File: src/rtl/uart_tx_param.sv
// uart_tx_param
// -------------
// Parametrised UART transmitter. A word accepted through a valid/ready
// handshake goes out on tx as one frame: a start bit, DATA_W data bits LSB
// first, an optional parity bit, then STOP_BITS stop bits. Each bit lasts
// CLKS_PER_BIT clock cycles, timed by an internal counter.
//
// Handshake: a transfer happens on a rising clk edge where tx_valid and
// tx_ready are both 1. tx_ready is high only in IDLE. tx_valid seen in any
// other state is ignored, and tx_data is sampled only on the transfer edge.
//
// Parameters
//   DATA_W       data bits per frame (5..9)
//   CLKS_PER_BIT clk cycles per serial bit (>= 2)
//   PARITY_EN    1 = insert a parity bit after the data
//   PARITY_ODD   1 = odd parity, 0 = even parity
//   STOP_BITS    number of stop bits (1 or 2)
//
// Ports
//   clk       rising-edge clock
//   rstn      asynchronous active-low reset
//   tx_data   word to transmit
//   tx_valid  tx_data is valid
//   tx_ready  block can accept a word (IDLE)
//   tx        registered serial output, idles high
//   busy      frame in progress (= !tx_ready)
//   done      one-cycle pulse in the first IDLE cycle after a frame
module uart_tx_param #(
    parameter int DATA_W       = 8,
    parameter int CLKS_PER_BIT = 16,
    parameter int PARITY_EN    = 1,
    parameter int PARITY_ODD   = 0,
    parameter int STOP_BITS    = 1
) (
    input  logic              clk,
    input  logic              rstn,
    input  logic [DATA_W-1:0] tx_data,
    input  logic              tx_valid,
    output logic              tx_ready,
    output logic              tx,
    output logic              busy,
    output logic              done
);

    localparam int CNT_W = $clog2(CLKS_PER_BIT);
    localparam int IDX_W = $clog2(DATA_W);

    localparam logic [CNT_W-1:0] CNT_LAST  = CNT_W'(CLKS_PER_BIT - 1);
    localparam logic [IDX_W-1:0] DATA_LAST = IDX_W'(DATA_W - 1);
    localparam logic [IDX_W-1:0] STOP_LAST = IDX_W'(STOP_BITS - 1);
    localparam logic             ODD       = (PARITY_ODD != 0);

    typedef enum logic [2:0] {
        IDLE   = 3'd0,
        START  = 3'd1,
        DATA   = 3'd2,
        PARITY = 3'd3,
        STOP   = 3'd4
    } state_t;

    state_t            state_q, state_d;
    logic [CNT_W-1:0]  cnt_q, cnt_d;     // clocks within the current bit
    logic [IDX_W-1:0]  idx_q, idx_d;     // data-bit index, reused as stop-bit index
    logic [DATA_W-1:0] shift_q, shift_d;
    logic              par_q, par_d;
    logic              tx_q, tx_d;
    logic              done_q, done_d;

    logic bit_end;

    assign bit_end = (cnt_q == CNT_LAST);

    always_comb begin
        state_d = state_q;
        cnt_d   = cnt_q;
        idx_d   = idx_q;
        shift_d = shift_q;
        par_d   = par_q;
        done_d  = 1'b0;

        case (state_q)
            IDLE: begin
                if (tx_valid) begin
                    shift_d = tx_data;
                    par_d   = (^tx_data) ^ ODD;
                    state_d = START;
                    cnt_d   = '0;
                    idx_d   = '0;
                end
            end
            START: begin
                if (bit_end) begin
                    state_d = DATA;
                    cnt_d   = '0;
                    idx_d   = '0;
                end else begin
                    cnt_d = cnt_q + 1'b1;
                end
            end
            DATA: begin
                if (bit_end) begin
                    cnt_d   = '0;
                    shift_d = shift_q >> 1;
                    if (idx_q == DATA_LAST) begin
                        idx_d   = '0;
                        state_d = (PARITY_EN != 0) ? PARITY : STOP;
                    end else begin
                        idx_d = idx_q + 1'b1;
                    end
                end else begin
                    cnt_d = cnt_q + 1'b1;
                end
            end
            PARITY: begin
                if (bit_end) begin
                    state_d = STOP;
                    cnt_d   = '0;
                    idx_d   = '0;
                end else begin
                    cnt_d = cnt_q + 1'b1;
                end
            end
            STOP: begin
                if (bit_end) begin
                    cnt_d = '0;
                    if (idx_q == STOP_LAST) begin
                        idx_d   = '0;
                        state_d = IDLE;
                        done_d  = 1'b1;
                    end else begin
                        idx_d = idx_q + 1'b1;
                    end
                end else begin
                    cnt_d = cnt_q + 1'b1;
                end
            end
            default: begin
                state_d = IDLE;
                cnt_d   = '0;
                idx_d   = '0;
            end
        endcase
    end

    // tx is decoded from the next-cycle state so the registered line changes
    // on the same edge as the state, keeping every bit exactly one period.
    always_comb begin
        tx_d = 1'b1;
        case (state_d)
            START:   tx_d = 1'b0;
            DATA:    tx_d = shift_d[0];
            PARITY:  tx_d = par_d;
            default: tx_d = 1'b1;
        endcase
    end

    always_ff @(posedge clk or negedge rstn) begin
        if (!rstn) begin
            state_q <= IDLE;
            cnt_q   <= '0;
            idx_q   <= '0;
            shift_q <= '0;
            par_q   <= 1'b0;
            tx_q    <= 1'b1;
            done_q  <= 1'b0;
        end else begin
            state_q <= state_d;
            cnt_q   <= cnt_d;
            idx_q   <= idx_d;
            shift_q <= shift_d;
            par_q   <= par_d;
            tx_q    <= tx_d;
            done_q  <= done_d;
        end
    end

    assign tx_ready = (state_q == IDLE);
    assign busy     = (state_q != IDLE);
    assign tx       = tx_q;
    assign done     = done_q;

endmodule
File: config.mk
export PLATFORM = sky130hd
export DESIGN_NAME = uart_tx_param
export DESIGN_NICKNAME = d
export VERILOG_FILES = /design/src/rtl/uart_tx_param.sv
export SDC_FILE = /design/constraint.sdc
export NUM_CORES = 1
export LEC_CHECK = 0
export CORE_UTILIZATION = 55
export DETAILED_ROUTE_END_ITERATION = 8
export MAX_ROUTING_LAYER = met4
export PLACE_DENSITY_LB_ADDON = 0.3
export SYNTH_ARGS = -nofsm -noshare
export SYNTH_HDL_FRONTEND = slang
export SYNTH_SLANG_ARGS = --single-unit
File: constraint.sdc
create_clock -name clk -period 4.7 [get_ports clk]
set_input_delay 0.94 -clock clk [delete_from_list [all_inputs] [get_ports clk]]
set_output_delay 0.94 -clock clk [all_outputs]
set_load 0.005 [all_outputs]
* Yosys cells after proc, flatten, opt, wreduce, memory -nomap -nowiden
Index checks and enable logic that the tools add are counted.
** Word-level totals
- Input bits :: 11
- Latch bits :: 0
- Word-level logic and storage cells :: 59
- Memory bits (writable) :: 0
- Bits in registers :: 21
- Bits in read-only memories :: 0
- Output and inout bits :: 4
- Memories :: 0
** Cells by class
- Order comparisons :: 0
- Reduce and logical (&&, ||, !) cells :: 9
- Shift operators :: 0
- Equal/unequal tests :: 13
- Multiplexer cells :: 27
- Div/mod/pow operators :: 0
- Add/subtract/negate cells :: 2
- Bitwise logic cells :: 0
- Multiply operators :: 0
** Operators by type and width (number)
- 2-to-1 mux 3 bit :: 13
- 2-to-1 mux 8 bit :: 2
- case mux 8 bit (2 select lines) :: 1
- case mux 3 bit (5 select lines) :: 1
- == test 3 x 2 -> 1 bit, second input constant :: 4
- case mux 3 bit (4 select lines) :: 1
- 2-to-1 mux 4 bit :: 2
- case mux 4 bit (2 select lines) :: 1
- XOR reduction 8 bit :: 1
- == test 3 x 1 -> 1 bit, second input constant :: 2
- == test 3 bit, second input constant :: 2
- zero test 3 bit :: 2
- inequality test 2 bit, second input constant :: 3
- 2-to-1 mux 1 bit :: 5
- adder 4 x 1 -> 4 bit, second input constant :: 1
- == test 4 bit, second input constant :: 1
- AND reduction 4 bit :: 1
- OR reduction 4 bit :: 1
- adder 3 x 1 -> 3 bit, second input constant :: 1
- case mux 1 bit (3 select lines) :: 1
- AND reduction 3 bit :: 1
- nonzero test 3 bit :: 1
- inequality test 2 x 1 -> 1 bit, second input constant :: 1
- nonzero test 2 bit :: 1
- OR reduction 2 bit :: 1

* Logic depth before layout (Yosys ltp)
Gate-level depths: netlist (run 1).
- Depth in word-level cells :: 6
- Gate-level depth with buffers :: 6
- Depth with buffers taken out :: 6

* Least setup slack after synthesis (run 1)
No wires, ideal clock.
- Path kind :: register to output
- From :: reg state_q[2]
- To :: out tx_ready
- Path slack :: 2.662 ns
- Data arrival time :: 1.098 ns
- Cell stages (with the launch flop) :: 4
- Required time :: 3.760 ns
- Path through :: dfrtp_1 clkbuf_1 or3_1 inv_1
** On the way
- Word-level cells in the longest chain between the ends :: 1
** RTL lines
- from (decl) :: line 61 : state_t state_q, state_d;
- from (signal assigned) :: line 167 : state_q <= state_d;
- zero test 3 bit :: line 177 : assign tx_ready = (state_q == IDLE);
- to (decl) :: line 39 : output logic tx_ready,
No other way between the ends.

* Worst setup path in the final report (run 1)
Ends and elaborated chain as after synthesis.

==> impl_metrics.json, run 1 <==
{
  "wl_per_cell_um": 13.04,
  "root_buffer": "clkbuf_4",
  "peakVddDrop_mv": 0.1422,
  "drt-initial-drc-count": 24,
  "clock_path_buffers": 2,
  "post-cts-setup-buffers": 0,
  "hold_depth": 2,
  "hold_class": "reg -> reg",
  "drc": 0,
  "drive_above_1_share_pct": 6.667,
  "cts_sinks": 21,
  "ff2ff_path_depth": 3,
  "syn_nets": 139,
  "grt_setup_unrepaired": "no",
  "die_h_um": 48.78,
  "fp.dieW_um": 48.78,
  "clock_skew_ns": 0.004774,
  "gp_congestion": 0.8003,
  "area_growth_pct": 13.93,
  "p_int_mw": 0.2358,
  "initial_core_util_pct": 60.12,
  "clkSlewWorstSetupHoldPaths_ns": 0.11,
  "ant_nets": 0,
  "ys_seq_elements": 21,
  "avgSynthCellArea_um2": 9.707,
  "track_usage_pct": 19.67,
  "ctsResizeCount": 0,
  "seqPwrFrac_pct": 62.7,
  "grt_pass1_vias": 870,
  "synth_cell_types": 40,
  "insertion_delay_ns": 0.29,
  "end_kind": "primary output",
  "p_sw_mw": 0.06344,
  "grtUsageMet2_pct": 34.72,
  "syn_area_mm2": 0.001204,
  "start_kind": "register",
  "grt_pass1_wl_um": 3567,
  "pwr_density_cell_mw_per_mm2": 218.2,
  "hold_viol": 0,
  "viasPerCell": 5.821,
  "yosysSeqAreaShare_pct": 43.76,
  "grtUsageMet3_pct": 2.804,
  "grt-ovfl-total": 0,
  "io_buffers": 14,
  "synth_warnings": 0,
  "antenna_found_initial": 0,
  "cap_violations": 0,
  "leakagePower_nw": 0.5933,
  "grt_max_degree": 22,
  "hpwl_um": 1537,
  "drt_pre_antenna_iters": 4,
  "slew_headroom_pct": 28.21,
  "core-area_mm2": 0.002002,
  "nFillCells": 150,
  "p_comb_share_pct": 10.3,
  "hold_buffers": 0,
  "gr-usage-met1_pct": 23.78,
  "numCtsBuffers": 3,
  "tightest_slew_ns": 1.074,
  "finalNetCount": 151,
  "top_usage_layer": "met2",
  "worstPathArrival_ns": 1.85,
  "fin_util_pct": 68.50,
  "fin_tns_setup_ns": 0,
  "htree_levels": 1,
  "max_freq_mhz": 358.9,
  "fin_crit_sh_pct": 59.29,
  "worst-setup-path-type": "reg -> out",
  "drv_slew": 0,
  "die_area_mm2": 0.002379,
  "ios": 15,
  "cp_data_required_time_ns": 3.76,
  "worst-path-max-fanout": 16,
  "syn_inst": 124,
  "netSwitchingFraction_pct": 21.20,
  "clockPowerShare_pct": 27.0,
  "outcome": "complete, no violations",
  "wl_um": 2112,
  "diodes": 0,
  "fin_crit_ns": 2.787,
  "row_count": 16,
  "setup_violations": 0,
  "tritoncts": "done",
  "vias": 943
}
[power by group through the flow]
stage | Clock, mW | Sequential, mW | Combinational (mW)
after floorplan | 0 | 0.190 | 0.0148
after global placement | 0 | 0.191 | 0.0305
after detailed placement | 0 | 0.191 | 0.0310
after CTS | 0.0859 | 0.188 | 0.0312
after global routing | 0.0931 | 0.188 | 0.0339
final | 0.0809 | 0.188 | 0.0308
[worst paths after layout]
| kind | slack [ns] | start | to |
|---|---|---|---|
| min | 0.49 | shift_q[0] | shift_q[0] |
| min in group asynchronous | 1.15 | rstn | idx_q[2] |
| min reg2reg | 0.49 | shift_q[0] | shift_q[0] |
| max reg2reg | 2.45 | state_q[2] | shift_q[7] |
| max in group asynchronous | 2.99 | rstn | shift_q[5] |
| max | 1.91 | state_q[2] | tx_ready |
[stage by stage]
step | hold slack (ns) | worst slack, ns | area (µm²) | cells | power [mW]
floorplan | 0.4458 | 2.662 | 1204 | 124 | 0.2053
global placement | 0.4695 | 1.731 | 1345 | 158 | 0.2214
detailed placement | 0.4678 | 1.607 | 1345 | 158 | 0.2221
CTS | 0.4983 | 1.912 | 1371 | 162 | 0.3047
global route | 0.5181 | 1.775 | 1371 | 162 | 0.3149
finish | 0.4920 | 1.913 | 1371 | 162 | 0.2992
[synthesized netlist by cell type, drive strengths merged]
cell | number | area [µm²]
o2111ai | 1 | 8.760
o32ai | 1 | 8.760
or2 | 2 | 12.51
a32oi | 1 | 8.760
nor2 | 5 | 26.27
nor4b | 1 | 15.01
a22o | 4 | 35.03
nand3 | 1 | 5.000
dfstp | 1 | 26.28
mux2i | 3 | 30.03
or3 | 1 | 6.260
xnor2 | 8 | 70.07
o2111a | 1 | 11.26
and3b | 2 | 17.52
nand4b | 1 | 8.760
a22oi | 6 | 45.04
nand3b | 1 | 7.510
nor3 | 3 | 15.01
nand2b | 2 | 12.51
buf | 5 | 25.02
ha | 4 | 50.05
nor3b | 2 | 15.01
inv | 6 | 22.52
a21oi | 6 | 30.03
or3b | 2 | 17.52
dfrtp | 20 | 500.5
nand4 | 2 | 12.51
clkbuf | 2 | 7.510
nor4 | 1 | 6.260
nand2 | 17 | 63.81
and3 | 1 | 6.260
xor2 | 2 | 17.52
o32a | 1 | 10.01
o21ai | 5 | 25.02
o21bai | 1 | 7.510
o22ai | 1 | 6.260
o311a | 1 | 10.01
[kinds of logic after synthesis]
kind of cell | count (synthesis) | synth area share (%)
AO/OA/AOI/OAI | 29 | 17.15
XOR/XNOR | 10 | 7.277
adder cells (fa/ha/maj) | 4 | 4.158
buffers and inverters | 13 | 4.574
flip-flops | 21 | 43.76
multiplexers | 3 | 2.495
AND/OR/NAND/NOR | 44 | 20.58
[worst max-delay path, cell delays in order (launching register included)]
cell	delay (ns)
dfrtp_1	0.56
or3_1	0.45
inv_1	0.06
clkdlybuf4s50_1	0.48
[layout by cell type (no fill, tap or decap), drive strengths merged, types with 2 or more instances in the layout]
cell	instances
a21oi	6
a22o	4
a22oi	6
and3b	2
clkbuf	4
clkdlybuf4s50	14
dfrtp	20
ha	4
inv	6
mux2i	3
nand2	17
nand2b	2
nand4	2
nor2	5
nor3	3
nor3b	2
o21ai	5
or2	2
or3b	2
xnor2	8
xor2	2
[per-layer routing]
metal | vias to the layer above | routed length (µm) | part of all wire (%)
li1 | 465 | - | -
met4 | 0 | 12 | 0.57
met3 | 2 | 71 | 3.4
met2 | 20 | 1047 | 50
met5 | - | 0 | 0
met1 | 456 | 980 | 46
[state kept, by name (all words and copies together) (netlist names)]
signal and flops:
tx 1, state_q 3, done 1, cnt_q 4, par_q 1, shift_q 8, idx_q 3
[final cells by class]
type | instances | area, µm² | area share, %
multi-input cells | 90 | 621.8 | 45.35
flip-flops and latches | 21 | 526.8 | 38.41
repair buffers | 14 | 140.1 | 10.22
well taps | 27 | 33.78 | 2.463
clock buffers | 4 | 26.28 | 1.916
inverters | 6 | 22.52 | 1.642
Note: power is estimated with default switching activity, not from simulation.
==> run 2, diff against run 1 <==
--- a/config.mk
+++ b/config.mk
@@ -5,7 +5,7 @@
 export SDC_FILE = /design/constraint.sdc
 export NUM_CORES = 1
 export LEC_CHECK = 0
-export CORE_UTILIZATION = 55
+export CORE_UTILIZATION = 49
 export DETAILED_ROUTE_END_ITERATION = 8
 export MAX_ROUTING_LAYER = met4
 export PLACE_DENSITY_LB_ADDON = 0.3
==> constraint.sdc (replaced) <==
create_clock -name clk -period 2.25 [get_ports clk]
set_input_delay 0.45 -clock clk [delete_from_list [all_inputs] [get_ports clk]]
set_output_delay 0.45 -clock clk [all_outputs]
set_load 0.005 [all_outputs]
==> run 2 against run 1 <==
  * Sequential cell count did not move
  * First-iteration DRC count rose by 8.3%
  * Register-to-register slack got worse by 2.1 ns
  * Global-route usage rose by 1.6 points
  * Wire length rose by 16%
  * Sequential share of layout area fell by 1.1 points
  * Critical endpoint unchanged
  * Sequential power rose by 110%
  * Count of clock-buffer cells in the layout fell by 1
  * Largest cell class unchanged
  * Final cell count rose by 3.7%
==> impl_metrics.json, run 2 (synthesis results as in run 1) <==
{
  "outcome": "complete, no violations",
  "ctsResizeCount": 0,
  "worst-path-max-fanout": 2,
  "row_count": 17,
  "clock_path_buffers": 2,
  "netSwitchingFraction_pct": 23.37,
  "die_h_um": 51.56,
  "worstPathArrival_ns": 1.67,
  "leakagePower_nw": 0.6213,
  "start_kind": "register",
  "fin_util_pct": 62.60,
  "area_growth_pct": 17.26,
  "vias": 975,
  "ff2ff_path_depth": 4,
  "slowest_delay_ns": 0.49,
  "gp_congestion": 0.7534,
  "seqPwrFrac_pct": 61.2,
  "wl_um": 2441,
  "grt-ovfl-total": 0,
  "drt_pre_antenna_iters": 4,
  "cap_violations": 0,
  "nFillCells": 208,
  "io_buffers": 14,
  "fin_crit_sh_pct": 94.01,
  "p_int_mw": 0.4914,
  "drc": 0,
  "setup_slack_ns": 0.1348,
  "diodes": 0,
  "tritoncts": "done",
  "viasPerCell": 5.804,
  "setup_violations": 0,
  "clock_skew_ns": 0.01081,
  "ant_nets": 0,
  "drt-initial-drc-count": 26,
  "wl_per_cell_um": 14.53,
  "track_usage_pct": 21.30,
  "slowest_stage": "clkdlybuf4s50_1",
  "hpwl_um": 1809,
  "worst-setup-path-type": "reg -> out",
  "tightest_slew_ns": 0.6244,
  "ios": 15,
  "hold_buffers": 0,
  "top_regs": "shift_q x8, cnt_q x4",
  "peakVddDrop_mv": 0.4226,
  "p_comb_share_pct": 10.2,
  "initial_core_util_pct": 53.39,
  "hold_class": "in -> async",
  "htree_levels": 1,
  "hold_viol": 0,
  "fp.dieW_um": 51.56,
  "grt_setup_unrepaired": "no",
  "drive_above_1_share_pct": 10.71,
  "top_register": "shift_q",
  "whs_ns": 0.4657,
  "post-cts-setup-buffers": 0,
  "final_cell_mix": "20 x dfrtp_1, 17 x nand2_1, 14 x clkdlybuf4s50_1",
  "p_sw_mw": 0.1499,
  "drv_slew": 0,
  "grt_pass1_wl_um": 4146,
  "place_area_mm2": 0.001384,
  "insertion_delay_ns": 0.31,
  "fin_tns_setup_ns": 0,
  "slew_headroom_pct": 58.37,
  "end_kind": "primary output",
  "grt_max_degree": 16,
  "grt_pass1_vias": 976,
  "place_inst": 164,
  "antenna_found_initial": 0,
  "root_buffer": "clkbuf_4",
  "fin_area_mm2": 0.001411,
  "finalPower_mw": 0.6413,
  "die_area_mm2": 0.002658,
  "fin_crit_ns": 2.115,
  "clkSlewWorstSetupHoldPaths_ns": 0.12,
  "cp_data_required_time_ns": 1.80,
  "clockPowerShare_pct": 28.6,
  "cts_sinks": 21,
  "core-area_mm2": 0.002255,
  "crit_path_cell_trace": "or3_1 -> inv_1 -> clkdlybuf4s50_1",
  "pwr_density_cell_mw_per_mm2": 454.4,
  "layout.cells.non_filler": 168,
  "dp_worst_setup_slack_ns": 0.2503,
  "largest_reg_flops": 8,
  "finalNetCount": 156,
  "max_freq_mhz": 472.8,
  "layout_commonest_cell": "dfrtp_1",
  "numCtsBuffers": 3
}
## run 2: worst paths after layout
check                           start    endpoint  slack [ns]
min in group clk           shift_q[2]  shift_q[2]        0.50
setup reg to reg             cnt_q[0]  shift_q[7]        0.40
hold / removal                   rstn    cnt_q[3]        0.47
max in group asynchronous        rstn  shift_q[2]        1.24
setup / recovery           state_q[2]    tx_ready        0.13
hold reg to reg            shift_q[2]  shift_q[2]        0.50
## run 2: cell type report
class / instances / area [µm²] / area share, %
multi-input combinational: 90 / 621.8 / 44.06
sequential: 21 / 526.8 / 37.32
timing repair buffer: 19 / 177.7 / 12.59
tap: 28 / 35.03 / 2.482
clock buffer: 3 / 22.52 / 1.596
inverter: 6 / 22.52 / 1.596
clock inverter: 1 / 5.005 / 0.3546
## run 2: power by group through the flow
| stage | Combinational (mW) | Sequential [mW] | Clock (mW) |
|---|---|---|---|
| floorplan | 0.0309 | 0.398 | 0 |
| global placement | 0.0652 | 0.399 | 0 |
| detailed placement | 0.0664 | 0.399 | 0 |
| CTS | 0.0668 | 0.392 | 0.189 |
| global route | 0.0725 | 0.393 | 0.205 |
| finish | 0.0655 | 0.393 | 0.183 |
## run 2: metal layers
| metal | part of all wire [%] | wire length, µm | GRT usage, % |
|---|---|---|---|
| met1 | 43 | 1052 | 25.00 |
| met2 | 52 | 1269 | 37.01 |
| met3 | 3.9 | 96 | 3.216 |
| met4 | 0.94 | 23 | 7.658 |
| met5 | 0 | 0 | - |
## run 2: critical path, delay by kind of cell (launching register included)
| kind | cells | cell delay [ns] |
|---|---|---|
| buffers and inverters | 2 | 0.56 |
| flip-flops | 1 | 0.40 |
| AND/OR/NAND/NOR | 1 | 0.39 |
==> run 3, diff against run 2 <==
--- a/config.mk
+++ b/config.mk
@@ -5,6 +5,7 @@
 export SDC_FILE = /design/constraint.sdc
 export NUM_CORES = 1
 export LEC_CHECK = 0
+export CAP_MARGIN = 20
 export CORE_UTILIZATION = 49
 export DETAILED_ROUTE_END_ITERATION = 8
 export MAX_ROUTING_LAYER = met4
==> results of run 3 <==
Same layout as run 2: the final DEF is identical, and so are final timing and power.
